## config.mk

```make
export PLATFORM = sky130hd
export DESIGN_NAME = eth_wb_cfg_arbiter_flat
export DESIGN_NICKNAME = d
export VERILOG_FILES = /design/src/rtl/eth_wb_cfg_arbiter_if.sv /design/src/rtl/eth_wb_cfg_arbiter.sv /design/src/flat_wrapper.sv
export SDC_FILE = /design/constraint.sdc
export NUM_CORES = 1
export LEC_CHECK = 0
export BUFFER_PORTS_ARGS = -buffer_cell sky130_fd_sc_hd__buf_2
export CORE_ASPECT_RATIO = 1.75
export CORE_UTILIZATION = 46
export DETAILED_ROUTE_END_ITERATION = 10
export GPL_TIMING_DRIVEN = 0
export PLACE_DENSITY = 0.86
export SYNTH_ARGS = -nofsm -noshare
export SYNTH_HDL_FRONTEND = slang
export SYNTH_SLANG_ARGS = --single-unit
```

## constraint.sdc

```tcl
create_clock -name wb_clk_i -period 2.97 [get_ports wb_clk_i]
set_input_delay 0.297 -clock wb_clk_i [delete_from_list [all_inputs] [get_ports wb_clk_i]]
set_output_delay 0.297 -clock wb_clk_i [all_outputs]
set_load 0.01 [all_outputs]
```

## src/rtl/eth_wb_cfg_arbiter_if.sv

```systemverilog
// ---------------------------------------------------------------------------
// eth_wb_cfg_arbiter_if
// Bundles the requester-side handshake and the Wishbone master bus of the
// Ethernet MAC register-port arbiter.
//   master modport : the arbiter (samples requests and WB read data, drives
//                    grant/done/err/rdata and the WB master signals)
//   slave modport  : the environment (requesters plus the WB slave)
// Requester-side signals:
//   req_i, req_we_i          per-requester request and write enable
//   req_adr_i, req_dat_i     packed per-requester address / write data,
//                            requester i at [i*W +: W]
//   gnt_o, done_o, err_o     one-hot owner, completion pulse, timeout pulse
//   rdata_o                  last read data, held until the next completion
// Wishbone-side signals:
//   wb_adr_o, wb_dat_o, wb_we_o, wb_cyc_o, wb_stb_o, wb_dat_i, wb_ack_i
// ---------------------------------------------------------------------------
interface eth_wb_cfg_arbiter_if #(
    parameter int NUM_REQ = 2,
    parameter int ADDR_W  = 8,
    parameter int DATA_W  = 32
);
    logic [NUM_REQ-1:0]        req_i;
    logic [NUM_REQ-1:0]        req_we_i;
    logic [NUM_REQ*ADDR_W-1:0] req_adr_i;
    logic [NUM_REQ*DATA_W-1:0] req_dat_i;
    logic [NUM_REQ-1:0]        gnt_o;
    logic [NUM_REQ-1:0]        done_o;
    logic [NUM_REQ-1:0]        err_o;
    logic [DATA_W-1:0]         rdata_o;

    logic [ADDR_W-1:0]         wb_adr_o;
    logic [DATA_W-1:0]         wb_dat_o;
    logic                      wb_we_o;
    logic                      wb_cyc_o;
    logic                      wb_stb_o;
    logic [DATA_W-1:0]         wb_dat_i;
    logic                      wb_ack_i;

    modport master (
        input  req_i, req_we_i, req_adr_i, req_dat_i, wb_dat_i, wb_ack_i,
        output gnt_o, done_o, err_o, rdata_o,
               wb_adr_o, wb_dat_o, wb_we_o, wb_cyc_o, wb_stb_o
    );

    modport slave (
        output req_i, req_we_i, req_adr_i, req_dat_i, wb_dat_i, wb_ack_i,
        input  gnt_o, done_o, err_o, rdata_o,
               wb_adr_o, wb_dat_o, wb_we_o, wb_cyc_o, wb_stb_o
    );
endinterface

```

## src/rtl/eth_wb_cfg_arbiter.sv

```systemverilog
// ---------------------------------------------------------------------------
// eth_wb_cfg_arbiter
// Round-robin arbiter and single-beat Wishbone master sequencer for the
// Ethernet MAC register port. NUM_REQ requesters share one WB slave; one
// transaction runs at a time, a slave that never acks is aborted after
// TIMEOUT bus cycles, and read data is returned to the owner.
// Ports:
//   wb_clk_i   clock, all logic on the rising edge
//   wb_rst_i   synchronous active-low reset
//   bus        eth_wb_cfg_arbiter_if.master (requests, grant/done/err,
//              read data, WB master signals); every output is registered
// Sequence: IDLE -> BUS -> DONE -> IDLE. gnt_o is held from the grant edge
// through the DONE cycle; done_o/err_o are high for the DONE cycle only.
// ---------------------------------------------------------------------------
module eth_wb_cfg_arbiter #(
    parameter int NUM_REQ = 2,
    parameter int ADDR_W  = 8,
    parameter int DATA_W  = 32,
    parameter int TIMEOUT = 16
) (
    input  logic                 wb_clk_i,
    input  logic                 wb_rst_i,
    eth_wb_cfg_arbiter_if.master bus
);

    localparam int IDX_W = (NUM_REQ > 1) ? $clog2(NUM_REQ) : 1;
    localparam int CNT_W = $clog2(TIMEOUT + 1);

    // The counter is compared before it increments, so the abort fires on
    // the edge that would take it to TIMEOUT: cyc is high for TIMEOUT cycles.
    localparam logic [CNT_W-1:0] CNT_LAST = CNT_W'(TIMEOUT - 1);
    localparam logic [IDX_W-1:0] IDX_LAST = IDX_W'(NUM_REQ - 1);

    typedef enum logic [1:0] {
        ST_IDLE = 2'd0,
        ST_BUS  = 2'd1,
        ST_DONE = 2'd2
    } state_t;

    state_t              state_r;
    logic [IDX_W-1:0]    rr_r;
    logic [IDX_W-1:0]    owner_r;
    logic [CNT_W-1:0]    cnt_r;
    logic [NUM_REQ-1:0]  gnt_r;
    logic [NUM_REQ-1:0]  done_r;
    logic [NUM_REQ-1:0]  err_r;
    logic [DATA_W-1:0]   rdata_r;
    logic [ADDR_W-1:0]   adr_r;
    logic [DATA_W-1:0]   dat_r;
    logic                we_r;
    logic                cyc_r;

    logic                pick_vld_s;
    logic [IDX_W-1:0]    pick_idx_s;

    // Requester index base+offs modulo NUM_REQ; both operands are below
    // NUM_REQ, so one conditional subtract is enough.
    function automatic logic [IDX_W-1:0] wrap_idx(input logic [IDX_W-1:0] base,
                                                  input int offs);
        int sum;
        sum = int'(base) + offs;
        if (sum >= NUM_REQ) begin
            sum = sum - NUM_REQ;
        end else begin
            sum = sum;
        end
        return IDX_W'(sum);
    endfunction

    function automatic logic [NUM_REQ-1:0] onehot(input logic [IDX_W-1:0] idx);
        logic [NUM_REQ-1:0] v;
        v      = '0;
        v[idx] = 1'b1;
        return v;
    endfunction

    function automatic logic [IDX_W-1:0] next_ptr(input logic [IDX_W-1:0] idx);
        return (idx == IDX_LAST) ? '0 : idx + IDX_W'(1);
    endfunction

    // Round-robin pick: scanning offsets from the far end down lets the
    // requester closest to the pointer overwrite any later candidate.
    always_comb begin
        pick_vld_s = 1'b0;
        pick_idx_s = '0;
        for (int k = NUM_REQ - 1; k >= 0; k--) begin
            if (bus.req_i[wrap_idx(rr_r, k)]) begin
                pick_vld_s = 1'b1;
                pick_idx_s = wrap_idx(rr_r, k);
            end else begin
                pick_vld_s = pick_vld_s;
            end
        end
    end

    // Transaction sequencer: grant, run the WB cycle, complete or abort,
    // then advance the round-robin pointer past the owner.
    always_ff @(posedge wb_clk_i) begin
        if (!wb_rst_i) begin
            state_r <= ST_IDLE;
            rr_r    <= '0;
            owner_r <= '0;
            cnt_r   <= '0;
            gnt_r   <= '0;
            done_r  <= '0;
            err_r   <= '0;
            rdata_r <= '0;
            adr_r   <= '0;
            dat_r   <= '0;
            we_r    <= 1'b0;
            cyc_r   <= 1'b0;
        end else begin
            case (state_r)
                ST_IDLE: begin
                    if (pick_vld_s) begin
                        owner_r <= pick_idx_s;
                        gnt_r   <= onehot(pick_idx_s);
                        adr_r   <= bus.req_adr_i[pick_idx_s*ADDR_W +: ADDR_W];
                        dat_r   <= bus.req_dat_i[pick_idx_s*DATA_W +: DATA_W];
                        we_r    <= bus.req_we_i[pick_idx_s];
                        cyc_r   <= 1'b1;
                        cnt_r   <= '0;
                        state_r <= ST_BUS;
                    end else begin
                        state_r <= ST_IDLE;
                    end
                end

                ST_BUS: begin
                    // Ack is tested first so that an ack on the last allowed
                    // cycle completes normally instead of aborting.
                    if (bus.wb_ack_i) begin
                        if (!we_r) begin
                            rdata_r <= bus.wb_dat_i;
                        end else begin
                            rdata_r <= rdata_r;
                        end
                        done_r  <= onehot(owner_r);
                        err_r   <= '0;
                        cyc_r   <= 1'b0;
                        adr_r   <= '0;
                        dat_r   <= '0;
                        we_r    <= 1'b0;
                        state_r <= ST_DONE;
                    end else if (cnt_r == CNT_LAST) begin
                        rdata_r <= '0;
                        done_r  <= onehot(owner_r);
                        err_r   <= onehot(owner_r);
                        cnt_r   <= cnt_r + CNT_W'(1);
                        cyc_r   <= 1'b0;
                        adr_r   <= '0;
                        dat_r   <= '0;
                        we_r    <= 1'b0;
                        state_r <= ST_DONE;
                    end else begin
                        cnt_r   <= cnt_r + CNT_W'(1);
                        state_r <= ST_BUS;
                    end
                end

                ST_DONE: begin
                    rr_r    <= next_ptr(owner_r);
                    gnt_r   <= '0;
                    done_r  <= '0;
                    err_r   <= '0;
                    state_r <= ST_IDLE;
                end

                default: begin
                    gnt_r   <= '0;
                    done_r  <= '0;
                    err_r   <= '0;
                    cyc_r   <= 1'b0;
                    adr_r   <= '0;
                    dat_r   <= '0;
                    we_r    <= 1'b0;
                    cnt_r   <= '0;
                    state_r <= ST_IDLE;
                end
            endcase
        end
    end

    assign bus.gnt_o    = gnt_r;
    assign bus.done_o   = done_r;
    assign bus.err_o    = err_r;
    assign bus.rdata_o  = rdata_r;
    assign bus.wb_adr_o = adr_r;
    assign bus.wb_dat_o = dat_r;
    assign bus.wb_we_o  = we_r;
    assign bus.wb_cyc_o = cyc_r;
    assign bus.wb_stb_o = cyc_r;

endmodule

```

## src/flat_wrapper.sv

```systemverilog
// flat-port wrapper written by rule: the top's interface ports become plain ports
module eth_wb_cfg_arbiter_flat 
#(
    parameter int NUM_REQ = 2,
    parameter int ADDR_W  = 8,
    parameter int DATA_W  = 32,
    parameter int TIMEOUT = 16
)
  (wb_clk_i, wb_rst_i, bus_req_i, bus_req_we_i, bus_req_adr_i, bus_req_dat_i, bus_wb_dat_i, bus_wb_ack_i, bus_gnt_o, bus_done_o, bus_err_o, bus_rdata_o, bus_wb_adr_o, bus_wb_dat_o, bus_wb_we_o, bus_wb_cyc_o, bus_wb_stb_o);
  eth_wb_cfg_arbiter_if #(.NUM_REQ(NUM_REQ), .ADDR_W(ADDR_W), .DATA_W(DATA_W)) bus_i ();
  input  logic wb_clk_i;
  input  logic wb_rst_i;
  input wire logic [$bits(bus_i.req_i)-1:0] bus_req_i;
  input wire logic [$bits(bus_i.req_we_i)-1:0] bus_req_we_i;
  input wire logic [$bits(bus_i.req_adr_i)-1:0] bus_req_adr_i;
  input wire logic [$bits(bus_i.req_dat_i)-1:0] bus_req_dat_i;
  input wire logic [$bits(bus_i.wb_dat_i)-1:0] bus_wb_dat_i;
  input wire logic [$bits(bus_i.wb_ack_i)-1:0] bus_wb_ack_i;
  output wire logic [$bits(bus_i.gnt_o)-1:0] bus_gnt_o;
  output wire logic [$bits(bus_i.done_o)-1:0] bus_done_o;
  output wire logic [$bits(bus_i.err_o)-1:0] bus_err_o;
  output wire logic [$bits(bus_i.rdata_o)-1:0] bus_rdata_o;
  output wire logic [$bits(bus_i.wb_adr_o)-1:0] bus_wb_adr_o;
  output wire logic [$bits(bus_i.wb_dat_o)-1:0] bus_wb_dat_o;
  output wire logic [$bits(bus_i.wb_we_o)-1:0] bus_wb_we_o;
  output wire logic [$bits(bus_i.wb_cyc_o)-1:0] bus_wb_cyc_o;
  output wire logic [$bits(bus_i.wb_stb_o)-1:0] bus_wb_stb_o;
  assign bus_i.req_i = bus_req_i;
  assign bus_i.req_we_i = bus_req_we_i;
  assign bus_i.req_adr_i = bus_req_adr_i;
  assign bus_i.req_dat_i = bus_req_dat_i;
  assign bus_i.wb_dat_i = bus_wb_dat_i;
  assign bus_i.wb_ack_i = bus_wb_ack_i;
  assign bus_gnt_o = bus_i.gnt_o;
  assign bus_done_o = bus_i.done_o;
  assign bus_err_o = bus_i.err_o;
  assign bus_rdata_o = bus_i.rdata_o;
  assign bus_wb_adr_o = bus_i.wb_adr_o;
  assign bus_wb_dat_o = bus_i.wb_dat_o;
  assign bus_wb_we_o = bus_i.wb_we_o;
  assign bus_wb_cyc_o = bus_i.wb_cyc_o;
  assign bus_wb_stb_o = bus_i.wb_stb_o;
  eth_wb_cfg_arbiter #(.NUM_REQ(NUM_REQ), .ADDR_W(ADDR_W), .DATA_W(DATA_W), .TIMEOUT(TIMEOUT)) u_core (.wb_clk_i(wb_clk_i), .wb_rst_i(wb_rst_i), .bus(bus_i));
endmodule
```

Word-level counts from Yosys, hierarchy flattened. Cells that the tools add are included.

Bits in registers: 89. Bits of input ports: 119. Output and inout bits: 81.

Add/subtract/negate cells: 5. $lt $le $gt $ge: 8. Equality and inequality tests: 7. Shift-type cells: 2. Mux-type cells: 47. Bitwise gates (word level): 3. Reduce and logical (&&, ||, !) cells: 10.

Operator list (count): 32-bit 2-to-1 mux (5); 32-bit one-hot mux with 3 select lines (1); 64-bit by 7-bit variable part select with 32-bit output (1); 8-bit 2-to-1 mux (3); 8-bit one-hot mux with 3 select lines (1); 1-bit 2-to-1 mux (20); 2-bit one-hot mux with 2 select lines (4); 16-bit by 5-bit variable part select with 8-bit output (1); 5-bit one-hot mux with 3 select lines (1); 2-bit 2-to-1 mux (6); 5-bit 2-to-1 mux (2); 3-bit AND reduction (3); 1-bit by 2-bit less-than comparator with 1-bit output (second input constant) (4); 1-bit one-hot mux with 3 select lines (2); 2-bit AND reduction (3); 5-bit by 1-bit adder with 5-bit output (second input constant) (1); 5-bit by 4-bit == test with 1-bit output (second input constant) (1); 2-bit != test (second input constant) (2); 3-bit by 2-bit != test with 1-bit output (second input constant) (1); 1-bit NOT (3); 1-bit by 1-bit adder with 2-bit output (second input constant) (1); 1-bit demux with 1-bit select (2); 2-bit by 1-bit == test with 1-bit output (second input constant) (1); 2-bit == test (second input constant) (1); 9 further kinds (12).

Longest topological paths before layout. Gate-level depths: netlist (run 1).

Depth in word-level cells: 13. Gate-level depth with buffers: 9. Gate-level depth less buffers: 7.

Least setup slack after synthesis (run 1). OpenSTA, ideal clock, no wires.

Path type: reg-to-reg. From: register u_core.cnt_r[0]. To: register u_core.dat_r[1] (netlist: u_core.bus.wb_dat_o[1]). Setup time: 137 ps. Arrival: 1939 ps. Required time: 2833 ps. Slack: 895 ps. Stages on the path, launching flop included: 10. Path buffers: 2. Clock period less this slack: 2075 ps. Cell sequence: dfxtp_1 -> ha_1 -> and3_1 -> ha_1 -> or4b_4 -> buf_6 -> buf_6 -> o21a_1 -> o21ai_0 -> a31oi_1.

Word-level cells in the longest chain between the ends: 3.

Ends and longest elaborated chain: start: declaration (line eth_wb_cfg_arbiter.sv:43) `logic [CNT_W-1:0] cnt_r;`; start signal: assignment (line eth_wb_cfg_arbiter.sv:149) `cnt_r <= cnt_r + CNT_W'(1);`; start signal: assignment (line eth_wb_cfg_arbiter.sv:156) `cnt_r <= cnt_r + CNT_W'(1);`; 5-bit by 4-bit == test with 1-bit output (line eth_wb_cfg_arbiter.sv:145) `end else if (cnt_r == CNT_LAST) begin`; 3-bit by 2-bit != test with 1-bit output (no line); 3-bit AND reduction (no line); end signal: assignment (line eth_wb_cfg_arbiter.sv:119) `dat_r <= bus.req_dat_i[pick_idx_s*DATA_W +: DATA_W];`; end: declaration (line eth_wb_cfg_arbiter.sv:49) `logic [DATA_W-1:0] dat_r;`.

No other way between the ends. A chain may end at the register's enable or synchronous reset.

Worst setup path after layout (run 1).
From: register u_core.cnt_r[0]. To: register u_core.rdata_r[19] (netlist: u_core.bus.rdata_o[19]).

Word-level cells in the longest chain between the ends: 3.

Ends and longest elaborated chain: 5-bit by 4-bit == test with 1-bit output (line eth_wb_cfg_arbiter.sv:145); 2-bit nonzero test (no line); 3-bit AND reduction (no line); end signal: assignment (line eth_wb_cfg_arbiter.sv:134) `rdata_r <= bus.wb_dat_i;`; end signal: assignment (line eth_wb_cfg_arbiter.sv:136) `rdata_r <= rdata_r;`; end: declaration (line eth_wb_cfg_arbiter.sv:47) `logic [DATA_W-1:0] rdata_r;`.

No other way between the ends.

==> flow_metrics.py, run 1 <==
metrics = {
    "status": {
        "status": "complete, no violations",
    },
    "drt": {
        "viasPerCell": 5.501,
        "first_pass_iters": 4,
        "drt-total-wl_um": 12260,
        "ant_nets": 0,
        "drc": 0,
        "vias": 4654,
        "drt_iter0_drc": 177,
        "wl_per_cell_um": 14.50,
    },
    "yosys": {
        "synth_seq_cells": 89,
        "yosys_warnings": 0,
        "netlist_instances": 515,
        "synth_cell_types": 30,
        "async_flop_share_pct": 0,
        "synth.most_common_cell": "nand3_1",
        "syn_nets": 636,
        "yosys-top-cells-count": "nand3_1 (114), dfxtp_1 (89), o21a_1 (45)",
        "ys.flop_type": "dfxtp_1",
        "synth_area_um2": 4068,
        "post-synth-top-area-fraction_pct": 43.80,
        "seq_area_frac_synth_pct": 43.80,
        "synth_edf_count": 0,
        "synthTopCellsByArea": "dfxtp_1 (44%), nand3_1 (14%), o21a_1 (8.3%), a31oi_1 (6.5%), a21oi_1 (5.0%)",
        "yosys.area.top_type": "dfxtp_1",
        "syn_avg_cell_area_um2": 7.898,
    },
    "die": {
        "die_area_um2": 9238,
        "die_w_um": 73.09,
        "ios": 200,
        "rows": 45,
        "coreArea_um2": 8615,
        "fp.dieH_um": 126.4,
        "initial_core_util_pct": 47.22,
    },
    "final_layout": {
        "regArea_um2": 1782,
        "area_delta_synth_final_pct": 36.45,
        "fin_nets": 845,
        "design_area_um2": 5550,
        "nFillCells": 783,
        "multi_input_area_um2": 2008,
        "drive_gt1_share_pct": 31.28,
        "n_antenna_cell": 0,
    },
    "placement": {
        "pre_cts_slack_ps": 677.4,
        "io_buffers": 198,
        "placed_area_um2": 5205,
        "place.gp.congestion": 0.8426,
        "dp_hpwl_um": 9409,
    },
    "setup_path": {
        "critPathLaunchType": "flip-flop",
        "cp.required_ps": 3230,
        "r2r_cells": 8,
        "critPathKind": "reg -> reg",
        "crit_fanout": 10,
        "worstPathArrival_ps": 2580,
        "worstSetupEndpointType": "flip-flop",
    },
    "cts": {
        "hold_buffers": 0,
        "cts_tree": "done",
        "cts_made_buffers": 9,
        "cts.sinks": 89,
        "postCtsSetupRepairBufs": 0,
        "root_buffer": "clkbuf_16",
        "clk_latency_ps": 340,
        "path_clk_slew_ps": 60,
        "ctsHtreeMaxLevel": 3,
        "clock_path_buffers": 2,
        "cts_resized": 0,
    },
    "power": {
        "p_per_area_nw_per_um2": 590.7,
        "ir_drop_uv": 401.1,
        "fin_total_pwr_mw": 3.278,
        "p_seq_share_pct": 41.4,
        "combPwrFrac_pct": 19.0,
        "p_int_mw": 2.389,
        "clock_power_share_pct": 39.6,
        "p_leak_nw": 2.410,
        "switching_share_pct": 27.12,
        "switchingPower_mw": 0.8892,
    },
    "sta": {
        "finalSetupViolCount": 0,
        "setup_slack_ps": 648.5,
        "finClkSkew_ps": 7.202,
        "worst_pin_slew_ps": 672.6,
        "clock.fmax_ghz": 0.4308,
        "post-route-min-period_ps": 2322,
        "drv_slew": 0,
        "final-hold-violation-count": 0,
        "finalCritPeriodShare_pct": 78.17,
        "setup_tns_ps": 0,
        "rsz0062_at_grt": "false",
        "slew_headroom_pct": 54.69,
    },
    "global_route": {
        "antenna_found_initial": 0,
        "grtUsageTotal_pct": 26.74,
        "grt_pass1_vias": 4422,
        "grt_pass1_wl_um": 19530,
        "grt_start_max_net_pins": 15,
        "gr-total-overflow": 0,
    },
    "min_path": {
        "whs_path_depth": 3,
        "hold_path.class": "in -> reg",
    },
    "job": {
        "maxCapViolCount": 0,
    },
}
==> power groups by stage <==
stage | Clock [mW] | Sequential [mW] | Combinational (mW)
final | 1.30 | 1.36 | 0.623
after global routing | 1.37 | 1.37 | 0.685
after CTS | 1.32 | 1.36 | 0.623
after detailed placement | 0 | 1.38 | 0.620
after global placement | 0 | 1.38 | 0.606
after floorplan | 0 | 1.41 | 0.322
==> final timing paths <==
check	startpoint	to	slack [ps]
max	u_core.cnt_r[0]	u_core.bus.rdata_o[19]	650
min	bus_req_dat_i[13]	u_core.bus.wb_dat_o[13]	220
max reg2reg	u_core.cnt_r[0]	u_core.bus.rdata_o[19]	650
min reg2reg	u_core.bus.rdata_o[2]	u_core.bus.rdata_o[2]	450
==> placed cells by master (no fill, tap or decap) <==
cell type   instances
buf_2             204
nand3_1           114
dfxtp_1            89
o21a_1             45
a31oi_1            42
a21oi_1            41
o21ai_1            39
nand2_1            38
clkbuf_1           36
nor2_1             14
o21ai_0            10
clkbuf_16           9
inv_1               6
buf_6               6
buf_1               5
nor2b_1             4
nor3_1              3
bufinv_16           3
nand2b_1            2
a32oi_1             2
a311oi_1            2
ha_1                2
and3_1              1
o31ai_1             1
o21bai_2            1
or4b_4              1
a211o_1             1
nand4b_1            1
a21boi_0            1
a22oi_1             1
a211oi_1            1
buf_4               1
clkbuf_8            1
clkinv_2            1
clkinvlp_4          1
==> metal layers <==
layer  vias to the layer above  track usage [%]  share of wire (%)
met5                         -                0                  0
met4                         0            12.34                2.7
met3                        29            6.354                5.7
met2                       185            50.44                 54
met1                      2148            26.34                 37
li1                       2292                -                  -
==> final cells by class <==
class / count / share of cell area (%)
Multi-Input combinational cell: 367 / 36.18
Sequential cell: 89 / 32.10
Timing Repair Buffer: 198 / 17.85
Buffer: 53 / 4.599
Clock buffer: 11 / 4.373
Tap cell: 117 / 2.638
Clock inverter: 5 / 1.849
Inverter: 6 / 0.4058
==> stage by stage <==
step	hold WS, ps	instances	utilization (%)
after floorplan	453.0	515	-
after global placement	436.6	830	60.42
after detailed placement	444.0	830	60.42
after CTS	215.7	846	64.43
after global routing	222.6	846	64.43
final	217.6	846	64.43
==> state kept, by name, indices dropped and copies added (netlist names) <==
name / flops
u_core.bus.rdata_o: 32
u_core.bus.done_o: 2
u_core.cnt_r: 5
u_core.bus.err_o: 2
u_core.rr_r: 1
u_core.owner_r: 1
u_core.state_r: 2
u_core.bus.wb_we_o: 1
u_core.bus.wb_adr_o: 8
u_core.bus.gnt_o: 2
u_core.bus.wb_cyc_o: 1
u_core.bus.wb_dat_o: 32
==> cells by family after synthesis <==
family,after synthesis,synth area share (%)
AO/OA/AOI/OAI,187,27.93
adder cells (fa/ha/maj),2,0.6151
buffers and inverters,59,6.829
flip-flops,89,43.80
AND/OR/NAND/NOR,178,20.82
==> critical path, stage by stage (launching register included) <==
cell      delay (ps)
dfxtp_1          340
ha_1             240
and3_1           190
ha_1             230
nor2b_1          190
o21ai_1          350
clkbuf_1         410
nand2_1          120
a21oi_1          170
Note: power is estimated with default switching activity, not from simulation.
==> run 2: changes to the inputs <==
- CORE_UTILIZATION: 46 -> 42
- PLACE_DENSITY: 0.86 -> 0.83
- clock period: 2.97 -> 1.9 ns (I/O delays scaled with it)
==> run 2 against run 1 <==
  * The flow now finishes with violations (negative setup slack)
  * Maximum frequency rose by 15%
  * Final cell count grew 0.83%
  * Total power grew 47%
  * Clock power up 32%
  * First-iteration DRC count decreased by 3.4%
  * Critical endpoint is now u_core.bus.wb_adr_o[5]
  * Largest cell class unchanged
  * Highest routed layer unchanged
==> flow_metrics.py, run 2 (synthesis gave the netlist of run 1 again) <==
metrics = {
    "placement": {
        "io_buffers": 198,
        "dp.cells": 835,
        "placed_area_um2": 5244,
        "place.gp.congestion": 0.8320,
        "pre_cts_slack_ps": -209.6,
        "dp_hpwl_um": 9790,
    },
    "sta": {
        "setup_slack_ps": -118.2,
        "rsz0062_at_grt": "true",
        "post-route-min-period_ps": 2018,
        "finClkSkew_ps": 8.223,
        "final-hold-violation-count": 0,
        "drv_slew": 0,
        "holdWs_ps": 116.4,
        "setup_tns_ps": -3806,
        "finalSetupViolCount": 40,
        "finalCritPeriodShare_pct": 106.2,
        "clock.fmax_ghz": 0.4955,
        "worst_pin_slew_ps": 649.0,
        "slew_headroom_pct": 56.27,
    },
    "drt": {
        "drt_iter0_drc": 171,
        "drt-total-wl_um": 13000,
        "vias": 4701,
        "first_pass_iters": 5,
        "viasPerCell": 5.511,
        "wl_per_cell_um": 15.24,
        "drc": 0,
        "ant_nets": 0,
    },
    "global_route": {
        "grt_start_max_net_pins": 14,
        "grtUsageTotal_pct": 25.94,
        "gr-total-overflow": 0,
        "antenna_found_initial": 0,
        "grt_pass1_vias": 4636,
        "grt_pass1_wl_um": 21220,
    },
    "die": {
        "die_w_um": 76.39,
        "coreArea_um2": 9409,
        "rows": 47,
        "fp.dieH_um": 132.2,
        "die_area_um2": 10100,
        "initial_core_util_pct": 43.23,
        "ios": 200,
    },
    "final_layout": {
        "final_common_cell": "buf_2",
        "n_antenna_cell": 0,
        "design_area_um2": 5580,
        "final_core_util_pct": 59.31,
        "instances_no_fill": 853,
        "area_delta_synth_final_pct": 37.19,
        "drive_gt1_share_pct": 33.52,
        "most-common-layout-cells": "buf_2 (202), nand3_1 (114), dfxtp_1 (87)",
        "fin_nets": 848,
    },
    "status": {
        "status": "finished, violations left",
        "violations": "negative setup slack",
    },
    "power": {
        "p_leak_nw": 2.416,
        "ir_drop_uv": 610.4,
        "p_per_area_nw_per_um2": 865.7,
        "fin_total_pwr_mw": 4.831,
    },
    "min_path": {
        "hold_path.class": "in -> reg",
    },
    "cts": {
        "cts_tree": "done",
        "clk_latency_ps": 340,
        "path_clk_slew_ps": 60,
        "cts.sinks": 89,
        "hold_buffers": 0,
        "ctsHtreeMaxLevel": 3,
        "clock_path_buffers": 2,
        "root_buffer": "clkbuf_16",
        "cts_made_buffers": 9,
    },
    "setup_path": {
        "worstSetupEndpointType": "flip-flop",
        "critical-path-top-delay-family": "simple AND/OR/NAND/NOR gates",
        "critPathKind": "reg -> reg",
        "critPathBufInv": 1,
        "cpMostUsedCell": "ha_4",
        "cp.required_ps": 2100,
        "critPathMaxStageDelay_ps": 560,
        "crit_fanout": 10,
        "path_cells": "ha_4, and3_4, ha_4, or4b_4, buf_6, o21a_1, o21ai_1, a31oi_1",
        "worstPathArrival_ps": 2210,
        "critPathSlowestCell": "or4b_4",
        "critPathLaunchType": "flip-flop",
    },
    "job": {
        "maxCapViolCount": 0,
    },
}
run 2: power breakdown:
part	total [mW]	leakage (nW)	switching [mW]	internal [mW]
combinational	1.00	1.54	0.586	0.414
sequential	2.12	0.732	0.111	2.01
clock	1.71	0.139	0.702	1.01
run 2: worst paths after layout:
path / start / to / slack [ps] / depth (start not counted)
max: u_core.cnt_r[1] / u_core.bus.wb_adr_o[5] / -120 / 8
min: bus_req_dat_i[49] / u_core.bus.wb_dat_o[17] / 120 / 3
max reg2reg: u_core.cnt_r[1] / u_core.bus.wb_adr_o[5] / -120 / 8
min reg2reg: u_core.bus.rdata_o[5] / u_core.bus.rdata_o[5] / 450 / 2
run 2: what timing repair did:
action	4_1_cts	5_1_grt
setup buffers	2	1
gates cloned	1	0
resized for setup	10	15
pin swaps	1	1
setup endpoints to repair	71	71
run 2: per-layer routing:
layer  vias up  wire length (µm)  global-route usage, %
met5         -                 0                      0
met4         0               291                  11.86
met3        26               843                  6.021
met2       201              7125                  50.25
met1      2182              4742                  25.33
li1       2292                 -                      -
run 2: tightest hold or removal path, delay by kind of cell:
family	cells	cell delay, ps
and+or+nand+nor	1	50
AOI/OAI and AO/OA	1	70
buffers and inverters	1	90
run 2: area by class of cell:
cell class              instances  area [µm²]
fillers                       871        3829
multi-input cells             367        2053
flip-flops and latches         89        1789
repair buffers                202        1021
plain buffers                  52       264.0
clock buffers                  11       232.7
well taps                     122       152.6
clock inverters                 4       45.04
inverters                       6       22.52
